--- config.mk ---
export PLATFORM = sky130hd
export DESIGN_NAME = uart_resp_framer_flat
export DESIGN_NICKNAME = d
export VERILOG_FILES = /design/src/rtl/uart_resp_framer_if.sv /design/src/rtl/uart_resp_framer.sv /design/src/flat_wrapper.sv
export SDC_FILE = /design/constraint.sdc
export NUM_CORES = 1
export LEC_CHECK = 0
export CORE_MARGIN = 3
export CORE_UTILIZATION = 52
export CTS_BUF_LIST = sky130_fd_sc_hd__clkbuf_16
export CTS_CLUSTER_DIAMETER = 150
export DETAILED_ROUTE_END_ITERATION = 7
export GPL_ROUTABILITY_DRIVEN = 0
export PLACE_DENSITY = 0.75
export SETUP_SLACK_MARGIN = 0.4
export SLEW_MARGIN = 20
export SYNTH_ARGS = -nofsm -noshare
export SYNTH_HDL_FRONTEND = slang
export SYNTH_SLANG_ARGS = --single-unit
--- constraint.sdc ---
create_clock -name clk_50M -period 3.8 [get_ports clk_50M]
set_input_delay 0.57 -clock clk_50M [delete_from_list [all_inputs] [get_ports clk_50M]]
set_output_delay 0.57 -clock clk_50M [all_outputs]
set_load 0.01 [all_outputs]
--- src/rtl/uart_resp_framer_if.sv ---
// Signal bundle linking the command path, the response framer and the byte transmitter.
interface uart_resp_framer_if #(
    parameter int NUM_CHANNELS = 3
);
    logic                    resp_req;
    logic [7:0]              resp_func;
    logic [7:0]              resp_ch;
    logic [NUM_CHANNELS-1:0] pwm_busy;
    logic [NUM_CHANNELS-1:0] pwm_valid;
    logic                    tx_busy;
    logic                    tx_en;
    logic [7:0]              tx_data;
    logic                    resp_busy;
    logic                    resp_done;
    logic                    resp_drop;
    logic                    resp_err;

    modport slave (
        input  resp_req, resp_func, resp_ch, pwm_busy, pwm_valid, tx_busy,
        output tx_en, tx_data, resp_busy, resp_done, resp_drop, resp_err
    );

    modport master (
        output resp_req, resp_func, resp_ch, pwm_busy, pwm_valid, tx_busy,
        input  tx_en, tx_data, resp_busy, resp_done, resp_drop, resp_err
    );
endinterface

--- src/rtl/uart_resp_framer.sv ---
// Snapshots channel status and streams an 8-byte status frame
// (sync, echo, status, sequence, checksum) to a byte-level UART transmitter.
module uart_resp_framer #(
    parameter int _NUM_CHANNELS = 3,
    parameter int _TX_TIMEOUT   = 16
) (
    input  logic              clk_50M,
    input  logic              rst_n,
    uart_resp_framer_if.slave bus
);

    typedef enum logic [2:0] {
        ST_IDLE,
        ST_LOAD,
        ST_SEND,
        ST_WAIT_HI,
        ST_WAIT_LO
    } state_e;

    state_e     state_q, state_d;
    logic [2:0] idx_q, idx_d;
    logic [7:0] to_cnt_q, to_cnt_d;
    logic [7:0] seq_q, seq_d;
    logic [7:0] func_q, func_d;
    logic [7:0] ch_q, ch_d;
    logic [7:0] busy_snap_q, busy_snap_d;
    logic [7:0] valid_snap_q, valid_snap_d;
    logic       pend_full_q, pend_full_d;
    logic [7:0] pend_func_q, pend_func_d;
    logic [7:0] pend_ch_q, pend_ch_d;
    logic       tx_en_q, tx_en_d;
    logic [7:0] tx_data_q, tx_data_d;
    logic       done_q, done_d;
    logic       drop_q, drop_d;
    logic       err_q, err_d;

    logic [7:0] pwm_busy_ext;
    logic [7:0] pwm_valid_ext;
    logic [7:0] checksum;
    logic       timeout_hit;

    always_comb begin
        pwm_busy_ext                      = '0;
        pwm_valid_ext                     = '0;
        pwm_busy_ext[_NUM_CHANNELS-1:0]  = bus.pwm_busy;
        pwm_valid_ext[_NUM_CHANNELS-1:0] = bus.pwm_valid;
    end

    // seq only moves when a frame completes, so its live value is already a stable snapshot.
    assign checksum = func_q + ch_q + busy_snap_q + valid_snap_q + seq_q;

    // The counter starts one cycle after tx_en, so this lands resp_err _TX_TIMEOUT cycles after it.
    assign timeout_hit = (to_cnt_q == 8'(_TX_TIMEOUT - 2));

    always_ff @(posedge clk_50M or negedge rst_n) begin
        if (!rst_n) begin
            state_q <= ST_IDLE;
        end else begin
            state_q <= state_d;
        end
    end

    always_comb begin
        state_d = state_q;
        case (state_q)
            ST_IDLE:    if (bus.resp_req || pend_full_q) state_d = ST_LOAD;
            ST_LOAD:    state_d = ST_SEND;
            ST_SEND:    if (tx_en_q) state_d = ST_WAIT_HI;
            ST_WAIT_HI: begin
                if (bus.tx_busy)      state_d = ST_WAIT_LO;
                else if (timeout_hit) state_d = ST_IDLE;
            end
            ST_WAIT_LO: begin
                if (!bus.tx_busy) state_d = (idx_q == 3'd7) ? ST_IDLE : ST_SEND;
            end
            default:    state_d = ST_IDLE;
        endcase
    end

    always_comb begin
        // NOTE: every _d gets its hold value first so no path through this block infers a latch.
        idx_d        = idx_q;
        to_cnt_d     = to_cnt_q;
        seq_d        = seq_q;
        func_d       = func_q;
        ch_d         = ch_q;
        busy_snap_d  = busy_snap_q;
        valid_snap_d = valid_snap_q;
        pend_full_d  = pend_full_q;
        pend_func_d  = pend_func_q;
        pend_ch_d    = pend_ch_q;
        tx_en_d      = 1'b0;
        tx_data_d    = tx_data_q;
        done_d       = 1'b0;
        drop_d       = 1'b0;
        err_d        = 1'b0;

        case (state_q)
            ST_IDLE: begin
                if (pend_full_q) begin
                    func_d = pend_func_q;
                    ch_d   = pend_ch_q;
                end else if (bus.resp_req) begin
                    func_d = bus.resp_func;
                    ch_d   = bus.resp_ch;
                end
            end
            ST_LOAD: begin
                idx_d        = 3'd0;
                busy_snap_d  = pwm_busy_ext;
                valid_snap_d = pwm_valid_ext;
                tx_en_d      = !bus.tx_busy;
            end
            ST_SEND: begin
                // tx_en is looked ahead one cycle so it is high while SEND is current.
                if (tx_en_q) to_cnt_d = '0;
                else         tx_en_d  = !bus.tx_busy;
            end
            ST_WAIT_HI: begin
                to_cnt_d = to_cnt_q + 8'd1;
                err_d    = !bus.tx_busy && timeout_hit;
            end
            ST_WAIT_LO: begin
                if (!bus.tx_busy) begin
                    if (idx_q == 3'd7) begin
                        done_d = 1'b1;
                        seq_d  = seq_q + 8'd1;
                    end else begin
                        idx_d   = idx_q + 3'd1;
                        tx_en_d = 1'b1;
                    end
                end
            end
            default: ;
        endcase

        // A pending request leaves the slot as IDLE starts serving it; a new request may refill it.
        if (state_q == ST_IDLE && pend_full_q) pend_full_d = 1'b0;
        if (bus.resp_req && (state_q != ST_IDLE || pend_full_q)) begin
            if (!pend_full_q || state_q == ST_IDLE) begin
                pend_full_d = 1'b1;
                pend_func_d = bus.resp_func;
                pend_ch_d   = bus.resp_ch;
            end else begin
                drop_d = 1'b1;
            end
        end

        if (tx_en_d) begin
            case (idx_d)
                3'd0:    tx_data_d = 8'h55;
                3'd1:    tx_data_d = 8'hAA;
                3'd2:    tx_data_d = func_q;
                3'd3:    tx_data_d = ch_q;
                3'd4:    tx_data_d = busy_snap_q;
                3'd5:    tx_data_d = valid_snap_q;
                3'd6:    tx_data_d = seq_q;
                default: tx_data_d = checksum;
            endcase
        end
    end

    always_ff @(posedge clk_50M or negedge rst_n) begin
        if (!rst_n) begin
            idx_q        <= '0;
            to_cnt_q     <= '0;
            seq_q        <= '0;
            func_q       <= '0;
            ch_q         <= '0;
            busy_snap_q  <= '0;
            valid_snap_q <= '0;
            pend_full_q  <= 1'b0;
            pend_func_q  <= '0;
            pend_ch_q    <= '0;
            tx_en_q      <= 1'b0;
            tx_data_q    <= '0;
            done_q       <= 1'b0;
            drop_q       <= 1'b0;
            err_q        <= 1'b0;
        end else begin
            // NOTE: non-blocking so every register updates from the values present before the edge.
            idx_q        <= idx_d;
            to_cnt_q     <= to_cnt_d;
            seq_q        <= seq_d;
            func_q       <= func_d;
            ch_q         <= ch_d;
            busy_snap_q  <= busy_snap_d;
            valid_snap_q <= valid_snap_d;
            pend_full_q  <= pend_full_d;
            pend_func_q  <= pend_func_d;
            pend_ch_q    <= pend_ch_d;
            tx_en_q      <= tx_en_d;
            tx_data_q    <= tx_data_d;
            done_q       <= done_d;
            drop_q       <= drop_d;
            err_q        <= err_d;
        end
    end

    assign bus.tx_en     = tx_en_q;
    assign bus.tx_data   = tx_data_q;
    assign bus.resp_busy = (state_q != ST_IDLE) || pend_full_q;
    assign bus.resp_done = done_q;
    assign bus.resp_drop = drop_q;
    assign bus.resp_err  = err_q;

endmodule

--- src/flat_wrapper.sv ---
// flat-port wrapper written by rule: the top's interface ports become plain ports
module uart_resp_framer_flat 
#(
    parameter int _NUM_CHANNELS = 3,
    parameter int _TX_TIMEOUT   = 16
)
  (clk_50M, rst_n, bus_resp_req, bus_resp_func, bus_resp_ch, bus_pwm_busy, bus_pwm_valid, bus_tx_busy, bus_tx_en, bus_tx_data, bus_resp_busy, bus_resp_done, bus_resp_drop, bus_resp_err);
  uart_resp_framer_if #(.NUM_CHANNELS(3)) bus_i ();
  input  logic clk_50M;
  input  logic rst_n;
  input wire logic [$bits(bus_i.resp_req)-1:0] bus_resp_req;
  input wire logic [$bits(bus_i.resp_func)-1:0] bus_resp_func;
  input wire logic [$bits(bus_i.resp_ch)-1:0] bus_resp_ch;
  input wire logic [$bits(bus_i.pwm_busy)-1:0] bus_pwm_busy;
  input wire logic [$bits(bus_i.pwm_valid)-1:0] bus_pwm_valid;
  input wire logic [$bits(bus_i.tx_busy)-1:0] bus_tx_busy;
  output wire logic [$bits(bus_i.tx_en)-1:0] bus_tx_en;
  output wire logic [$bits(bus_i.tx_data)-1:0] bus_tx_data;
  output wire logic [$bits(bus_i.resp_busy)-1:0] bus_resp_busy;
  output wire logic [$bits(bus_i.resp_done)-1:0] bus_resp_done;
  output wire logic [$bits(bus_i.resp_drop)-1:0] bus_resp_drop;
  output wire logic [$bits(bus_i.resp_err)-1:0] bus_resp_err;
  assign bus_i.resp_req = bus_resp_req;
  assign bus_i.resp_func = bus_resp_func;
  assign bus_i.resp_ch = bus_resp_ch;
  assign bus_i.pwm_busy = bus_pwm_busy;
  assign bus_i.pwm_valid = bus_pwm_valid;
  assign bus_i.tx_busy = bus_tx_busy;
  assign bus_tx_en = bus_i.tx_en;
  assign bus_tx_data = bus_i.tx_data;
  assign bus_resp_busy = bus_i.resp_busy;
  assign bus_resp_done = bus_i.resp_done;
  assign bus_resp_drop = bus_i.resp_drop;
  assign bus_resp_err = bus_i.resp_err;
  uart_resp_framer #(._NUM_CHANNELS(_NUM_CHANNELS), ._TX_TIMEOUT(_TX_TIMEOUT)) u_core (.clk_50M(clk_50M), .rst_n(rst_n), .bus(bus_i));
endmodule
==> flow_summary.json <==
{
  "outcome": "finished, final reports clean",
  "start_kind": "register",
  "grt_pass1_wl_um": 15500,
  "synth_xor_area_frac": 0.0328,
  "post-dp-hpwl_um": 6680,
  "min_path_type": "in -> async",
  "drt-total-wl_um": 9560,
  "grtUsageTotal": 0.206,
  "die_x_um": 96.7,
  "die_area_um2": 9350,
  "drv_cap": 0,
  "grt_antenna_before_repair": 0,
  "antenna_left": 0,
  "wl_per_cell_um": 17.0,
  "dieHeight_um": 96.7,
  "finalSetupTns_ns": 0,
  "synth_area_um2": 4280,
  "maxSlewHeadroom": 0.348,
  "clkTransAtPathRegs_ns": 0.06,
  "final.period_utilization": 0.926,
  "cts_buffers": 9,
  "synth_nets": 471,
  "multi_input_area_um2": 2290,
  "fin_cells": 562,
  "drv_slew": 0,
  "cp-startpoint": "u_core.busy_snap_q[1]",
  "drt_first_iter_violations": 242,
  "path_class": "reg -> reg",
  "synthCells": 413,
  "via_per_inst": 5.80,
  "synthAdderAreaFrac": 0.117,
  "clk_latency_ns": 0.34,
  "yosys_register_bits": 73,
  "fmax_mhz": 284,
  "synthTopCellsByCount": "dfrtp_1 (73), nand2_1 (42), a21oi_1 (28), nor2_1 (28), inv_1 (25)",
  "synth_top_cell_by_area": "dfrtp_1",
  "worst_setup_path_end_kind": "register",
  "required_ns": 4.00,
  "area_delta_synth_final_pct": 19.6,
  "setup_ws_ns": 0.280,
  "grt_max_degree": 74,
  "drc_errors": 0,
  "overflow": 0,
  "worst_slew_pin_slew_ns": 0.978,
  "vias": 3262,
  "row_count": 32,
  "first_global_vias": 3176,
  "finalSetupViolCount": 0,
  "async_reset_ff_frac": 1.00,
  "crit_arrival_ns": 3.72,
  "placed_cells": 539,
  "cts.sinks": 73,
  "clock-skew-final_ns": 0.00948,
  "ys.flop_type": "dfrtp_1",
  "synth-compound-area-share": 0.141,
  "rsz0062_at_grt": "true",
  "reg2reg_slack_ns": 0.28,
  "synth_cell_types": 74,
  "max-clock-path-buffers": 2,
  "antenna_cells": 0,
  "syn_avg_cell_area_um2": 10.4,
  "path_max_fanout": 2,
  "synth_edf_count": 0,
  "drive_gt1_frac": 0.163,
  "cts_tree": "yes",
  "synth_top_family_by_area": "simple AND/OR/NAND/NOR gates",
  "synth-simple-area-share": 0.141,
  "layout.nets": 513,
  "clockRootBuffer": "clkbuf_16",
  "hold_viol": 0,
  "core_area_um2": 7850,
  "htreeDepth": 3,
  "yosys.area.top_type_share": 0.427,
  "ios": 39,
  "yosysSeqAreaShare": 0.427,
  "regArea_um2": 1830,
  "yosys_warnings": 0,
  "start_util": 0.545,
  "place_ws_ns": 0.272,
  "synthMuxAreaShare": 0.0948,
  "rr_startpoint": "u_core.busy_snap_q[1]",
  "fillers": 649,
  "synth.area.top_cells": "dfrtp_1 (43%), ha_1 (5.9%), fa_1 (5.6%), mux2i_1 (4.9%), mux2_2 (4.2%)",
  "first_pass_iters": 7,
  "port_buffers": 38,
  "synth_most_common_cell": "dfrtp_1",
  "post-route-min-period_ns": 3.52
}
path summary, 6_finish.rpt:
path | cells past startpoint | end
min in group clk_50M | 2 | u_core.bus.tx_data[3]
worst min-delay path | 1 | u_core.seq_q[4]
worst max-delay path | 13 | u_core.bus.tx_data[5]
max in group asynchronous | 1 | u_core.pend_ch_q[6]
worst min register to register | 2 | u_core.bus.tx_data[3]
worst max register to register | 13 | u_core.bus.tx_data[5]
kinds of logic (layout without fill, tap and decap cells):
family | Yosys count | in the layout
DFF | 73 | 73
AOI/OAI and AO/OA | 90 | 90
and+or+nand+nor | 118 | 118
buffers and inverters | 45 | 92
muxes | 38 | 38
adders and majority gates | 33 | 33
xor gates and xnor gates | 16 | 16
sequential cells by signal, summed over array words and instances (netlist names), 3 cells and up:
signal               count
u_core.ch_q              8
u_core.state_q           3
u_core.pend_func_q       8
u_core.busy_snap_q       3
u_core.valid_snap_q      3
u_core.func_q            8
u_core.pend_ch_q         8
u_core.idx_q             3
u_core.bus.tx_data       8
u_core.seq_q             8
u_core.to_cnt_q          8
cell usage in the layout (no fill, tap or decap), drive strengths merged, types with 17 or more instances in the layout:
cell           count
dfrtp             73
nand2             43
clkdlybuf4s50     37
a21oi             30
nor2              29
inv               27
mux2i             21
ha                20
o21ai             19
mux2              17
metrics by stage:
| step | utilization | hold WS (ns) | area [um^2] |
|---|---|---|---|
| final | 0.652 | 0.350 | 5110 |
| after global placement | 0.603 | 0.465 | 4730 |
| after detailed placement | 0.603 | 0.474 | 4730 |
| after CTS | 0.645 | 0.409 | 5060 |
| after floorplan | - | 0.274 | 4290 |
| after global routing | 0.652 | 0.454 | 5110 |
layer usage:
layer  share of wire  global-route usage
met1            0.46               0.291
met2            0.47               0.321
met3           0.056              0.0310
met4           0.022              0.0810
met5               0                   0
area by class of cell:
type | count | area share
multi-input combinational | 295 | 0.447
timing repair buffer | 50 | 0.0922
tap | 102 | 0.0250
clock inverter | 7 | 0.0152
sequential | 73 | 0.357
inverter | 26 | 0.0191
clock buffer | 9 | 0.0440
repair_timing:
action	CTS	global route
pin swaps	9	5
hold buffers	0	0
resized for setup	5	7
endpoints found under the setup margin	3	4
buffers inserted	4	3
cloned	0	0
worst max-delay path, stage by stage (launching register included):
cell,delay [ns]
dfrtp_1,0.39
inv_2,0.08
fa_1,0.43
fa_1,0.49
fa_1,0.49
inv_1,0.04
ha_2,0.19
fa_2,0.37
buf_6,0.14
a21o_1,0.17
a211oi_2,0.23
nor3_1,0.09
a211oi_1,0.18
o41ai_1,0.09
Power is not shown: default switching activity piles up to over one toggle a cycle in this logic, so the estimate is an artifact.
==> RTL change: new RTL, config.mk and constraints unchanged <==
Encoding of `state_e`: now one-hot (5 bits for 5 states).
--- a/src/rtl/uart_resp_framer.sv
+++ b/src/rtl/uart_resp_framer.sv
@@ -9,12 +9,12 @@
     uart_resp_framer_if.slave bus
 );
 
-    typedef enum logic [2:0] {
-        ST_IDLE,
-        ST_LOAD,
-        ST_SEND,
-        ST_WAIT_HI,
-        ST_WAIT_LO
+    typedef enum logic [4:0] {
+        ST_IDLE    = 5'b00001,
+        ST_LOAD    = 5'b00010,
+        ST_SEND    = 5'b00100,
+        ST_WAIT_HI = 5'b01000,
+        ST_WAIT_LO = 5'b10000
     } state_e;
 
     state_e     state_q, state_d;
Check against the original RTL: same outputs for any inputs over 10 cycles, from zero or initial values and one cycle with rst_n low; not proved beyond that.
==> RTL change against the original RTL <==
- sequential cell count rose by 2
- non-clock buffer count fell by 3
- critical path type unchanged
- area after synthesis rose by 6.5%
- die area rose by 6.1%
- clock skew fell by 0.0027 ns
- final cell count rose by 6.6%
- worst hold slack improved by 0.011 ns
- critical path depth did not move
- design area rose by 4.4%
- wire length rose by 12%
- count of clock-buffer cells in the layout did not move
- worst setup slack got worse by 0.0047 ns
==> RTL change: results (changes against the original RTL) <==
stage;metric;value;unit;change
grt;grt_max_degree;76;;was 74
sta;slew_headroom;0.340;;was 0.348
grt;antenna_found_initial;0;;unchanged
logic_synthesis;ys_top_cells_by_area;dfrtp_1, ha_1, fa_1;;unchanged
outcome;status;completed;;unchanged
placement;pre_cts_slack;0.156;ns;was 0.272 ns
logic_synthesis;netlist_instances;452;;was 413
cts;clk_latency;0.33;ns;
worst_setup_path;cp.arrival;3.75;ns;was 3.72 ns
grt;grt_pass1_wl;18000;um;was 15500 um
cts;htreeDepth;3;;unchanged
sta;clock_skew;0.00679;ns;was 0.00948 ns
cells_and_area;nets;547;;was 513
drt;drt_pass1_iterations;4;;was 7
drt;wire_per_inst;17.9;um;was 17.0 um
grt;grt.total_usage;0.229;;was 0.206
placement;dp_cells;577;;was 539
logic_synthesis;ys.flop_type;dfrtp_1;;unchanged
cells_and_area;fillers;684;;was 649
logic_synthesis;yosysWarnings;0;;unchanged
drt;drtIter0Drc;253;;was 242
placement;hpwl;7650;um;was 6680 um
cts;root_buffer;clkbuf_16;;unchanged
logic_synthesis;ys_seq_area_frac;0.412;;was 0.427
drt;wl_met1;4530;um;was 4360 um
drt;met3_length;744;um;was 535 um
cts;clkTransAtPathRegs;0.06;ns;about the same
logic_synthesis;syn-num-nets;510;;was 471
placement;port-buffer-count;38;;unchanged
placement;placed_area;0.00499;sq mm;was 0.00473 sq mm
logic_synthesis;synth_common_cells;dfrtp_1, nand2_1, nor2_1, a21oi_1, inv_1;;was dfrtp_1, nand2_1, a21oi_1, nor2_1, inv_1
logic_synthesis;synthDistinctLibCells;69;;was 74
cts;clk_path_buf_depth;2;;unchanged
drt;wl_met2;5100;um;was 4460 um
cells_and_area;drive_above_1_share;0.138;;was 0.163
drt;via_per_inst;6.09;;was 5.80
cells_and_area;final_cells;599;;was 562
[RTL change: logic make-up after synthesis]
kind of cell / synth area share
flip-flops: 0.412
adder cells (fa/ha/maj): 0.110
buffers and inverters: 0.0472
XOR/XNOR: 0.0365
AND/OR/NAND/NOR: 0.150
multiplexers: 0.0928
AO/OA/AOI/OAI: 0.152
[RTL change: worst max-delay path, cell delays in order, from the launching register on]
cell	delay, ns
dfrtp_1	0.35
inv_2	0.05
fa_1	0.57
fa_1	0.44
fa_1	0.49
inv_1	0.04
ha_2	0.20
fa_2	0.35
a211oi_2	0.23
o21bai_1	0.11
a21oi_2	0.14
xnor2_1	0.12
mux2i_1	0.09
a311oi_1	0.24
[RTL change: layout make-up]
| class | count | area (sq um) | share of cell area |
|---|---|---|---|
| multi-input cells | 327 | 2510 | 0.469 |
| flip-flops and latches | 75 | 1880 | 0.352 |
| repair buffers | 47 | 445 | 0.0834 |
| clock buffers | 9 | 225 | 0.0422 |
| well taps | 105 | 131 | 0.0246 |
| inverters | 29 | 109 | 0.0204 |
| clock inverters | 7 | 45.0 | 0.00843 |
[RTL change: worst paths after layout]
| path | slack [ns] | depth (start not counted) | startpoint | to |
|---|---|---|---|---|
| worst max-delay path | 0.28 | 13 | u_core.ch_q[1] | u_core.bus.tx_data[7] |
| worst min-delay path | 0.36 | 1 | rst_n | u_core.bus.resp_done |
| worst max register to register | 0.28 | 13 | u_core.ch_q[1] | u_core.bus.tx_data[7] |
| worst min register to register | 0.49 | 1 | u_core.to_cnt_q[7] | u_core.to_cnt_q[7] |
| max in group asynchronous | 2.81 | 1 | rst_n | u_core.bus.tx_en |
| min in group clk_50M | 0.49 | 1 | u_core.to_cnt_q[7] | u_core.to_cnt_q[7] |
[RTL change: timing repair]
| item | CTS | global route |
|---|---|---|
| buffers inserted | 4 | 2 |
| pin swaps | 16 | 4 |
| setup endpoints to repair | 3 | 5 |
| gates resized for setup | 7 | 3 |
| hold endpoints to repair | 0 | 0 |
[RTL change: power groups by stage]
stage	clock, mW	combinational [mW]	sequential, mW
global placement	0	2.97	1.38
detailed placement	0	3.08	1.40
CTS	0.779	3.34	1.39
global route	0.814	4.07	1.44
floorplan	0	2.49	1.28
finish	0.766	3.61	1.39
[RTL change: routing by layer]
metal	vias to the layer above	track usage
li1	1696	-
met1	1779	0.310
met2	146	0.366
met3	28	0.0435
met4	0	0.0903
met5	-	0
[RTL change: metrics by stage]
stage / utilization / power, mW
finish: 0.637 / 5.76
CTS: 0.633 / 5.51
floorplan: - / 3.76
global route: 0.637 / 6.32
detailed placement: 0.596 / 4.48
global placement: 0.596 / 4.35
